`config.mk`:
```
export PLATFORM = sky130hd
export DESIGN_NAME = led_step_ctrl
export DESIGN_NICKNAME = d
export VERILOG_FILES = /design/src/rtl/led_step_ctrl.sv
export SDC_FILE = /design/constraint.sdc
export NUM_CORES = 1
export LEC_CHECK = 0
export ABC_AREA = 1
export ABC_CLOCK_PERIOD_IN_PS = 3500
export BUFFER_PORTS_ARGS = -buffer_cell sky130_fd_sc_hd__buf_2
export CORE_MARGIN = 10
export CORE_UTILIZATION = 60
export DETAILED_ROUTE_END_ITERATION = 10
export PLACE_DENSITY = 0.77
export SYNTH_ARGS = -nofsm -noshare
export SYNTH_HDL_FRONTEND = slang
export SYNTH_SLANG_ARGS = --single-unit
```
`constraint.sdc`:
```
create_clock -name clk50m -period 3.5 [get_ports clk50m]
set_clock_uncertainty 0.1 [all_clocks]
set_input_delay 0.35 -clock clk50m [delete_from_list [all_inputs] [get_ports clk50m]]
set_output_delay 0.35 -clock clk50m [all_outputs]
set_load 0.02 [all_outputs]
```
`src/rtl/led_step_ctrl.sv`:
```
// Front-panel key controller for the running-light shifter: debounces speed, pause
// and direction keys and generates a rate-selectable one-cycle step pulse plus direction.
module led_step_ctrl #(
   parameter int unsigned DB_CNT = 1_000_000,
   parameter int unsigned CNT_W  = 25,
   parameter int unsigned TERM0  = 24_999_999,
   parameter int unsigned TERM1  = 12_499_999,
   parameter int unsigned TERM2  = 6_249_999,
   parameter int unsigned TERM3  = 3_124_999
) (
   input  logic       clk50m,
   input  logic       rst,
   input  logic       key_speed_n,
   input  logic       key_pause_n,
   input  logic       key_dir_n,
   output logic       step,
   output logic       dir,
   output logic [1:0] speed_sel,
   output logic       paused
);

   localparam int unsigned DB_W = $clog2(DB_CNT + 1);
   localparam int KEY_SPEED = 0;
   localparam int KEY_PAUSE = 1;
   localparam int KEY_DIR   = 2;

   logic [2:0] key_n;
   logic [2:0] press_evt;

   assign key_n = {key_dir_n, key_pause_n, key_speed_n};

   // One identical channel per key: synchroniser, stable-state debouncer, press detector.
   for (genvar gi = 0; gi < 3; gi++) begin : g_key
      logic            sync1_q;
      logic            sync2_q;
      logic            stable_q;
      logic            stable_dly_q;
      logic            press_q;
      logic [DB_W-1:0] dcnt_q;

      always_ff @(posedge clk50m or posedge rst) begin
         if (rst) begin
            sync1_q      <= 1'b1;
            sync2_q      <= 1'b1;
            stable_q     <= 1'b1;
            stable_dly_q <= 1'b1;
            press_q      <= 1'b0;
            dcnt_q       <= '0;
         end else begin
            sync1_q      <= key_n[gi];
            sync2_q      <= sync1_q;
            stable_dly_q <= stable_q;
            press_q      <= stable_dly_q & ~stable_q;
            if (sync2_q == stable_q) begin
               dcnt_q <= '0;
            end else if (dcnt_q == DB_W'(DB_CNT - 1)) begin
               stable_q <= sync2_q;
               dcnt_q   <= '0;
            end else begin
               dcnt_q <= dcnt_q + 1'b1;
            end
         end
      end

      assign press_evt[gi] = press_q;
   end

   logic [CNT_W-1:0] cnt_q;
   logic [CNT_W-1:0] term;
   logic             step_q;
   logic             dir_q;
   logic [1:0]       speed_sel_q;
   logic             paused_q;

   always_comb begin
      term = CNT_W'(TERM0);
      case (speed_sel_q)
         2'd0:    term = CNT_W'(TERM0);
         2'd1:    term = CNT_W'(TERM1);
         2'd2:    term = CNT_W'(TERM2);
         default: term = CNT_W'(TERM3);
      endcase
   end

   // A speed change restarts the rate period; a pause toggle freezes the counter
   // on its own cycle, so a pause landing on the terminal count keeps cnt at term.
   always_ff @(posedge clk50m or posedge rst) begin
      if (rst) begin
         cnt_q       <= '0;
         step_q      <= 1'b0;
         dir_q       <= 1'b0;
         speed_sel_q <= 2'd0;
         paused_q    <= 1'b0;
      end else begin
         step_q <= 1'b0;
         if (press_evt[KEY_DIR])   dir_q    <= ~dir_q;
         if (press_evt[KEY_PAUSE]) paused_q <= ~paused_q;
         if (press_evt[KEY_SPEED]) begin
            speed_sel_q <= speed_sel_q + 2'd1;
            cnt_q       <= '0;
         end else if (paused_q || press_evt[KEY_PAUSE]) begin
            cnt_q <= cnt_q;
         end else if (cnt_q == term) begin
            cnt_q  <= '0;
            step_q <= 1'b1;
         end else begin
            cnt_q <= cnt_q + 1'b1;
         end
      end
   end

   assign step      = step_q;
   assign dir       = dir_q;
   assign speed_sel = speed_sel_q;
   assign paused    = paused_q;

endmodule

```
* Yosys cells after proc, flatten, opt, wreduce, memory -nomap -nowiden
Cells that the tools add are included.
Widths: inputs -> output; s select.
** Word-level totals
- Flip-flop bits (word level) :: 105
- Input bits :: 5
- Output and inout port bits :: 5
- Logic and storage cells :: 67
** Cells by class
- Add/sub/neg operators :: 5
- Equal/unequal tests :: 10
- Multiplexer cells :: 13
- Bitwise logic cells :: 11
- Reductions and logical operators :: 5
** Operators by type and width (number)
- $mux 20 :: 6
- $mux 25 :: 3
- $pmux 25 s3 :: 1
- $add 20x1->20 const B :: 3
- $eq 20x20->1 const B :: 3
- $add 25x1->25 const B :: 1
- $eq 25x25->1 :: 1
- $not 1->1 :: 8
- $reduce_and 2->1 :: 3
- $and 1x1->1 :: 3
- $eq 1x1->1 :: 3
- $mux 1 :: 3
- $add 2x1->2 const B :: 1
- $eq 2x1->1 const B :: 1
- $eq 2x2->1 const B :: 1
- $logic_not 2->1 :: 1
- $ne 2x2->1 const B :: 1
- $logic_or 1x1->1 :: 1

* Logic depth before layout (Yosys ltp)
Gate-level depths: netlist of the first run.
- Depth after elaboration :: 6
- Mapped depth :: 15
- Mapped depth without buffers :: 13

* Worst setup path before layout of the first run
Ideal clock, no wire load.
- Path type :: reg2reg
- Start :: register speed_sel_q[0], in the netlist speed_sel[0]
- End :: register cnt_q[4]
- Setup time :: 123 ps
- Arrival :: 1843 ps
- Slack :: 1434 ps
- Stages on the path, launching flop included :: 15
- Buffers on the path :: 2
- Clock period less this slack :: 2066 ps
- Cells stage by stage :: dfrtp_1 inv_1 ha_1 buf_4 nand2_1 inv_1 nor2_1 nand2_1 nor2_1 nand2_1 nor2_2 nand2_4 nand2_8 buf_12 o21ai_2
** Between the ends
- Longest elaborated chain between the ends :: 6
** Ends and longest elaborated chain
- start, declared :: line 72 : logic [1:0] speed_sel_q;
- start signal, assigned :: line 99 : speed_sel_q <= speed_sel_q + 2'd1;
- $eq 2x2->1, or another cell as far along :: line 77 : case (speed_sel_q)
- $pmux 25 s3 * :: line 77
- $eq 25x25->1 * :: line 103 : end else if (cnt_q == term) begin
- $mux 25 * :: line 103
- $mux 25 * :: line 101 : end else if (paused_q || press_evt[KEY_PAUSE]) begin
- $mux 25 * :: line 98 : if (press_evt[KEY_SPEED]) begin
- end signal, assigned :: line 102 : cnt_q <= cnt_q;
- end signal, assigned :: line 107 : cnt_q <= cnt_q + 1'b1;
- end, declared :: line 68 : logic [CNT_W-1:0] cnt_q;
Every way passes the cells marked *; elsewhere a longest branch is shown, timed or not. The select of a mux whose other input is x is not followed.
A chain may end at the register's enable or synchronous reset.

* Final worst setup path of the first run
- Start :: register speed_sel_q[0], in the netlist speed_sel[0]
- End :: register cnt_q[14]
Same word-level chain as after synthesis.

==> metrics.md, run 1 <==
| Metric | Value |
|---|---|
| Critical path class | reg2reg |
| Initial Utilization | 61.67% |
| CP Capture Type | flop |
| Tot GR Track Use | roughly 17% |
| Total number of vias | between 4,000 and 5,000 |
| Max H-tree Level | 3 |
| Drt drc | 0 |
| Clock root buffer master | clkbuf_8 |
| Largest net degree at the start of global routing | 80 |
| Mapped cell area | 0.005725 mm² |
| I/O Buffers | 9 |
| Vias/cell | approximately 5.2 |
| Final Max Slew Viols | 0 |
| Final net count | about 760 |
| Final hold violations | 0 |
| Post-DR wirelength/cell | 12.56 µm |
| Reg clk slew, reported paths | 0.11 ns |
| CTS tree | yes |
| Max_cap viols | 0 |
| Status | finished, final reports clean |
| Fillers | around 770 |
| Arrival @ worst endpoint | 2.31 ns |
| Core area | 0.009284 mm² |
| YS warnings | 0 |
| Multi-input gate area | 0.002704 mm² |
| Syn avg cell area | 7.876 µm² |
| Clk buf depth | 2 |
| Final Cycle Share | 61.31% |
| Critical Path Fanout Max | 18 |
| HP Class | in2async |
| Post-cts resize count | 0 |
| Non-Filler Instances | roughly 880 |
| DP HPWL | between 7 and 8 mm |
| Postcts setup bufs | 0 |
| PwrDens | between 300 and 400 mW/mm² |
| Grt total ovfl | 0 |
| Die X | 117.7 µm |
| Critical path startpoint category | flop |
| Final GP Congestion | ~0.96 |
| Share of layout cells above drive strength 1 | 11.30% |
| DP Area | slightly below 0.006 mm² |
| Syn Nets | about 740 |
| Die footprint | 0.01385 mm² |
| Leak Pwr | around 2.8 nW |
| Drt initial violations | 345 |
| Post-layout min period | 2.146 ns |
| Number of global-route vias before repair | 4,340 |
| Area growth, synth to finish | 7.212% |
| Storage cell area | roughly 0.0026 mm² |
| Design area | 0.006138 mm² |
| R2r setup slk | 1.35 ns |
| Initial antenna violation count | 1 |
| Num rows | 35 |
| Mapped Cells | 727 |
| Slew at the pin closest to its max-slew limit | 0.9482 ns |
| Max frequency | roughly 470 MHz |
| Post-synthesis cell type count | 35 |
| VDD IR max | approximately 0.32 mV |
| Global-route wire length before repair | 19.69 mm |
| Number of CTS-inserted buffers | 9 |
| Slew headroom | a little under two fifths |
| Antenna viol nets, final | 0 |
| Seq cells post-synth | 105 |
| Clock latency on the worst-skew pair | 0.38 ns |
| Final setup fails | 0 |
| Chip height | between 100 and 150 µm |
| Cts hold-fix bufs | 3 |
| Drt pass-1 iters | 5 |
| Boundary Pins | 10 |
| Placed insts | about 860 |
| Required @ worst endpoint | 3.66 ns |
| Sequential share of the synthesized area | 46.15% |
| RSZ-0062 raised after global routing | false |
| Post-Route Setup TNS | 0 ns |
| Final wirelength | 11.08 mm |
| Clock Sinks | 105 |
## per-stage QoR
| step | utilization (%) | setup WS [ns] | hold slack (ns) | total power [mW] |
|---|---|---|---|---|
| 4_1_cts | 66.09 | 1.369 | 0.1102 | 2.072 |
| 5_1_grt | 66.12 | 1.128 | 0.1469 | 2.133 |
| 6_report | 66.12 | 1.354 | 0.08310 | 2.041 |
| 3_3_place_gp | 63.68 | 1.506 | 0.2465 | 1.319 |
| 3_5_place_dp | 63.68 | 1.393 | 0.2472 | 1.322 |
| 2_1_floorplan | - | 0.3093 | 0.2452 | 1.301 |
## final cells by class
| type | count | share of cell area, % |
|---|---|---|
| diodes | 1 | 0.04077 |
| repair buffers | 15 | 1.590 |
| well taps | 129 | 2.629 |
| flip-flops and latches | 105 | 43.05 |
| multi-input cells | 527 | 44.05 |
| clock inverters | 6 | 0.9172 |
| inverters | 89 | 5.483 |
| clock buffers | 10 | 2.242 |
## state kept, by name (all words and copies together) (netlist names)
signal	flops
g_key.stable_dly_q	3
g_key.sync1_q	3
g_key.press_q	3
g_key.dcnt_q	60
cnt_q	25
g_key.stable_q	3
g_key.sync2_q	3
step	1
paused	1
dir	1
speed_sel	2
## where the power goes
group | total [mW] | internal (mW) | switching, mW
registers | 1.24 | 1.23 | 0.00805
clock network | 0.742 | 0.296 | 0.446
logic | 0.0629 | 0.0170 | 0.0459
## final timing paths
path / depth (start not counted) / end / start
worst max-delay path: 13 / cnt_q[14]$_DFFE_PP0P_ / speed_sel[0]$_DFFE_PP0P_
max in group asynchronous: 3 / g_key[1].sync1_q$_DFF_PP1_ / rst
worst min register to register: 0 / g_key[0].sync2_q$_DFF_PP1_ / g_key[0].sync1_q$_DFF_PP1_
worst min-delay path: 2 / g_key[0].dcnt_q[17]$_DFF_PP0_ / rst
worst max register to register: 13 / cnt_q[14]$_DFFE_PP0P_ / speed_sel[0]$_DFFE_PP0P_
min in group clk50m: 0 / g_key[0].sync2_q$_DFF_PP1_ / g_key[0].sync1_q$_DFF_PP1_
## layout by cell type, fill, tap and decap left out, drive strengths merged
cell,n
xnor2,4
a21oi,20
xor2,38
dfstp,12
nor3b,3
dfrtp,93
a31oi,4
nand3,51
nor2,142
nor3,30
diode,1
nand4,16
clkbuf,10
nand2,170
buf,12
mux2,2
inv,94
o21a,3
a211oi,1
dlygate4sd3,3
and2,1
o21ai,31
clkinvlp,1
ha,11
## cell usage after synthesis (all sizes together)
library cell  number  area (µm²)
xor2              38       332.8
inv               89       334.1
nor2             142       568.1
o21ai             31       188.9
a21oi             20       103.9
and2               1       6.260
nor3b              3       22.52
mux2               2       22.52
nand4             16       100.1
a211oi             1       7.510
dfrtp             93        2327
dfstp             12       315.3
nand2            170       671.9
nor3              30       193.9
buf                4       37.54
a31oi              4       25.02
ha                11       137.6
o21a               3       22.52
clkbuf             2       7.510
xnor2              4       35.03
nand3             51       265.3
## kinds of logic after synthesis
family,synth area share (%)
buf+inv,6.622
simple gates,31.93
fa+ha+maj,2.404
mux,0.3933
xor+xnor,6.425
compound gates,6.075
flops,46.15
## metal layers
layer / wire (µm) / global-route usage, % / vias up
met2: 5174 / 26.68 / 85
met3: 387 / 4.125 / 17
met4: 169 / 4.482 / 0
li1: - / - / 2353
met5: 0 / 0 / -
met1: 5344 / 21.51 / 2132
## critical path: stages (launching register included)
cell and delay [ns]:
dfrtp_1 0.48, inv_1 0.15, ha_1 0.31, inv_2 0.07
nand2_1 0.12, nand2_1 0.06, nand2_1 0.05, nand2_1 0.05
inv_1 0.04, nand2_1 0.05, nor2_2 0.15, nand2_4 0.12
nand2_8 0.17, o21ai_0 0.11
Power figures use the tool's default switching activity.
==> run 2, diff against run 1 <==
--- a/config.mk
+++ b/config.mk
@@ -6,12 +6,12 @@
 export NUM_CORES = 1
 export LEC_CHECK = 0
 export ABC_AREA = 1
-export ABC_CLOCK_PERIOD_IN_PS = 3500
+export ABC_CLOCK_PERIOD_IN_PS = 1850
 export BUFFER_PORTS_ARGS = -buffer_cell sky130_fd_sc_hd__buf_2
 export CORE_MARGIN = 10
-export CORE_UTILIZATION = 60
+export CORE_UTILIZATION = 57
 export DETAILED_ROUTE_END_ITERATION = 10
-export PLACE_DENSITY = 0.77
+export PLACE_DENSITY = 0.76
 export SYNTH_ARGS = -nofsm -noshare
 export SYNTH_HDL_FRONTEND = slang
 export SYNTH_SLANG_ARGS = --single-unit
==> constraint.sdc (replaced) <==
create_clock -name clk50m -period 1.85 [get_ports clk50m]
set_clock_uncertainty 0.1 [all_clocks]
set_input_delay 0.185 -clock clk50m [delete_from_list [all_inputs] [get_ports clk50m]]
set_output_delay 0.185 -clock clk50m [all_outputs]
set_load 0.02 [all_outputs]
==> run 2 against run 1 <==
  * The run now ends with negative setup slack left
  * Total power is 85% higher
  * Worst setup slack lost 1.5 ns
  * Worst hold slack improved by 0.18 ns
  * Sequential cell count unchanged
  * Combinational power grew 130%
  * Largest cell class unchanged
  * Maximum frequency up 5.2%
  * Critical endpoint is now step$_DFF_PP0_
  * Clock power increased by 75%
==> metrics.md, run 2 (synthesis results as in run 1) <==
| Metric | Value |
|---|---|
| Worst Hold Launch | g_key[1].sync1_q$_DFF_PP1_ |
| Cells along the critical path | inv_4, ha_4, buf_4, xor2_1, nand3_1, nor2_4, nand2_8, nor3_1 |
| Failing checks | negative setup slack |
| Final setup fails | 25 (+25) |
| Initial Utilization | 58.58% (-3.1 points) |
| Final Max Slew Viols | 0 (unchanged) |
| Drt initial violations | 289 (-16%) |
| Slew headroom | 59.38% (+23 points) |
| Post-layout min period | 2.040 ns (-0.1063 ns) |
| Number of CTS-inserted buffers | 9 (unchanged) |
| Final hold violations | 0 (unchanged) |
| HP Class | reg2reg |
| Non-Filler Instances | 907 (+2.8%) |
| Num rows | 36 (+2.9%) |
| Placed insts | 873 (+1.3%) |
| Clock latency on the worst-skew pair | 0.37 ns (about the same) |
| Critical path class | reg2reg |
| Boundary Pins | 10 (unchanged) |
| Top flop regs | g_key.dcnt_q (60), cnt_q (25) |
| Clock root buffer master | clkbuf_8 |
| Status | finished, violations left |
| PwrDens | 578.5 mW/mm² (+74%) |
| Required @ worst endpoint | 2.02 ns (-1.64 ns) |
| Most common cell after layout, fill and taps aside | nand2_1 |
| Area growth, synth to finish | 14.20% |
| Drt pass-1 iters | 7 (+2) |
| Max frequency | 490.3 MHz (+5.2%) |
| DP Worst Slack | -0.1374 ns (-1.530 ns) |
| Post-DR wirelength/cell | 13.71 µm (+9.2%) |
| Grt total ovfl | 0 (unchanged) |
| Post-Route Setup TNS | -2.974 ns (-2.974 ns) |
| Drt drc | 0 (unchanged) |
| Critical Path Fanout Max | 7 (-11) |
| Slew at the pin closest to its max-slew limit | 0.6079 ns (-0.3403 ns) |
| Die footprint | 0.01445 mm² (+4.4%) |
| VDD IR max | 0.5879 mV (+84%) |
| Max reg flops | 60 (unchanged) |
| Antenna viol nets, final | 0 (unchanged) |
| Reg2Reg Launch Point | speed_sel[0]$_DFFE_PP0P_ |
| Max incr delay on CP | 0.49 ns (about the same) |
| Crit path max-delay family | simple AND/OR/NAND/NOR gates |
| Hold slack | 0.2612 ns (+0.1781 ns) |
| Clk buf depth | 2 (unchanged) |
| Crit path from | speed_sel[0]$_DFFE_PP0P_ |
| Vias/cell | 5.298 (+1.9%) |
| Largest net degree at the start of global routing | 106 (+33%) |
| I/O Buffers | 9 (unchanged) |
| Total number of vias | 4,805 (+4.8%) |
| Max H-tree Level | 3 (unchanged) |
| Share of layout cells above drive strength 1 | 17.18% (+5.9 points) |
| Global-route wire length before repair | 20.95 mm (+6.4%) |
| Critical path startpoint category | flop |
| DP HPWL | 8.364 mm (+4.9%) |
| R2r setup slk | -0.19 ns (-1.54 ns) |
| CTS tree | yes |
| Initial antenna violation count | 0 (-1) |
| Chip height | 120.2 µm (+2.2%) |
| CP Capture Type | flop |
| Leak Pwr | 2.967 nW (+4.5%) |
| Top reg by flops | g_key.dcnt_q |
| Commonest cells after routing, fill and taps aside | nand2_1, nor2_1, dfrtp_1 |
| Setup ws final | -0.1896 ns (-1.544 ns) |
| Arrival @ worst endpoint | 2.21 ns (-0.10 ns) |
| Final GP Congestion | 0.9619 (-0.26%) |
| Antenna Cells | 0 (-1) |
| Clock Sinks | 105 (unchanged) |
| Reg clk slew, reported paths | 0.10 ns (about the same) |
| CP Buf/Inv Count | 2 (-1) |
| Slowest stage cell, crit path | dfrtp_2 |
| RSZ-0062 raised after global routing | true |
| Final Cycle Share | 110.2% (+49 points) |
| Max_cap viols | 0 (unchanged) |
| Number of global-route vias before repair | 4,613 (+6.3%) |
| Final net count | 785 (+2.9%) |
| Die X | 120.2 µm (+2.2%) |
| Tot GR Track Use | 17.36% (+0.85 points) |
| Core area | 0.009774 mm² (+5.3%) |
| Final wirelength | 12.44 mm (+12%) |
==> run 2: what timing repair did <==
action / in CTS / in global routing
gates resized for setup: 25 / 26
cloned: 4 / 0
setup endpoints to repair: 22 / 51
hold buffers: 4 / 0
endpoints found under the hold margin: 96 / 0
pin swaps: 4 / 6
buffers inserted: 2 / 8
==> run 2: power breakdown <==
part	internal, mW	switching [mW]
sequential	2.32	0.0184
clock	0.506	0.791
combinational	0.0511	0.0943
total	2.88	0.903
==> run 2: metal layers <==
layer	track usage (%)	up-vias	share of wire, %
li1	-	2399	-
met3	3.676	19	3.7
met5	0	-	0
met2	29.75	104	52
met1	21.23	2283	43
met4	6.109	0	1.3
==> run 2: path summary, 6_finish.rpt <==
kind / to / depth (start not counted)
max in group asynchronous: speed_sel[0]$_DFFE_PP0P_ / 4
max reg2reg: step$_DFF_PP0_ / 8
min in group asynchronous: g_key[1].dcnt_q[12]$_DFF_PP0_ / 4
min reg2reg: g_key[1].sync2_q$_DFF_PP1_ / 0
max: step$_DFF_PP0_ / 8
min: g_key[1].sync2_q$_DFF_PP1_ / 0
==> run 2: final cells by class <==
class,count,area (µm²)
Clock buffer,11,131.4
Tap cell,133,166.4
Sequential cell,105,2645
Inverter,89,347.8
Multi-Input combinational cell,531,2945
Timing Repair Buffer,33,264.0
Clock inverter,5,38.79
Fill cell,790,3236
==> run 2: per-stage QoR <==
stage,power [mW],util [%],cell area [µm²]
4_1_cts,3.812,65.22,6375
3_3_place_gp,2.504,61.50,6011
5_1_grt,3.942,66.90,6539
6_report,3.782,66.90,6539
3_5_place_dp,2.512,61.50,6011
2_1_floorplan,2.463,-,5748
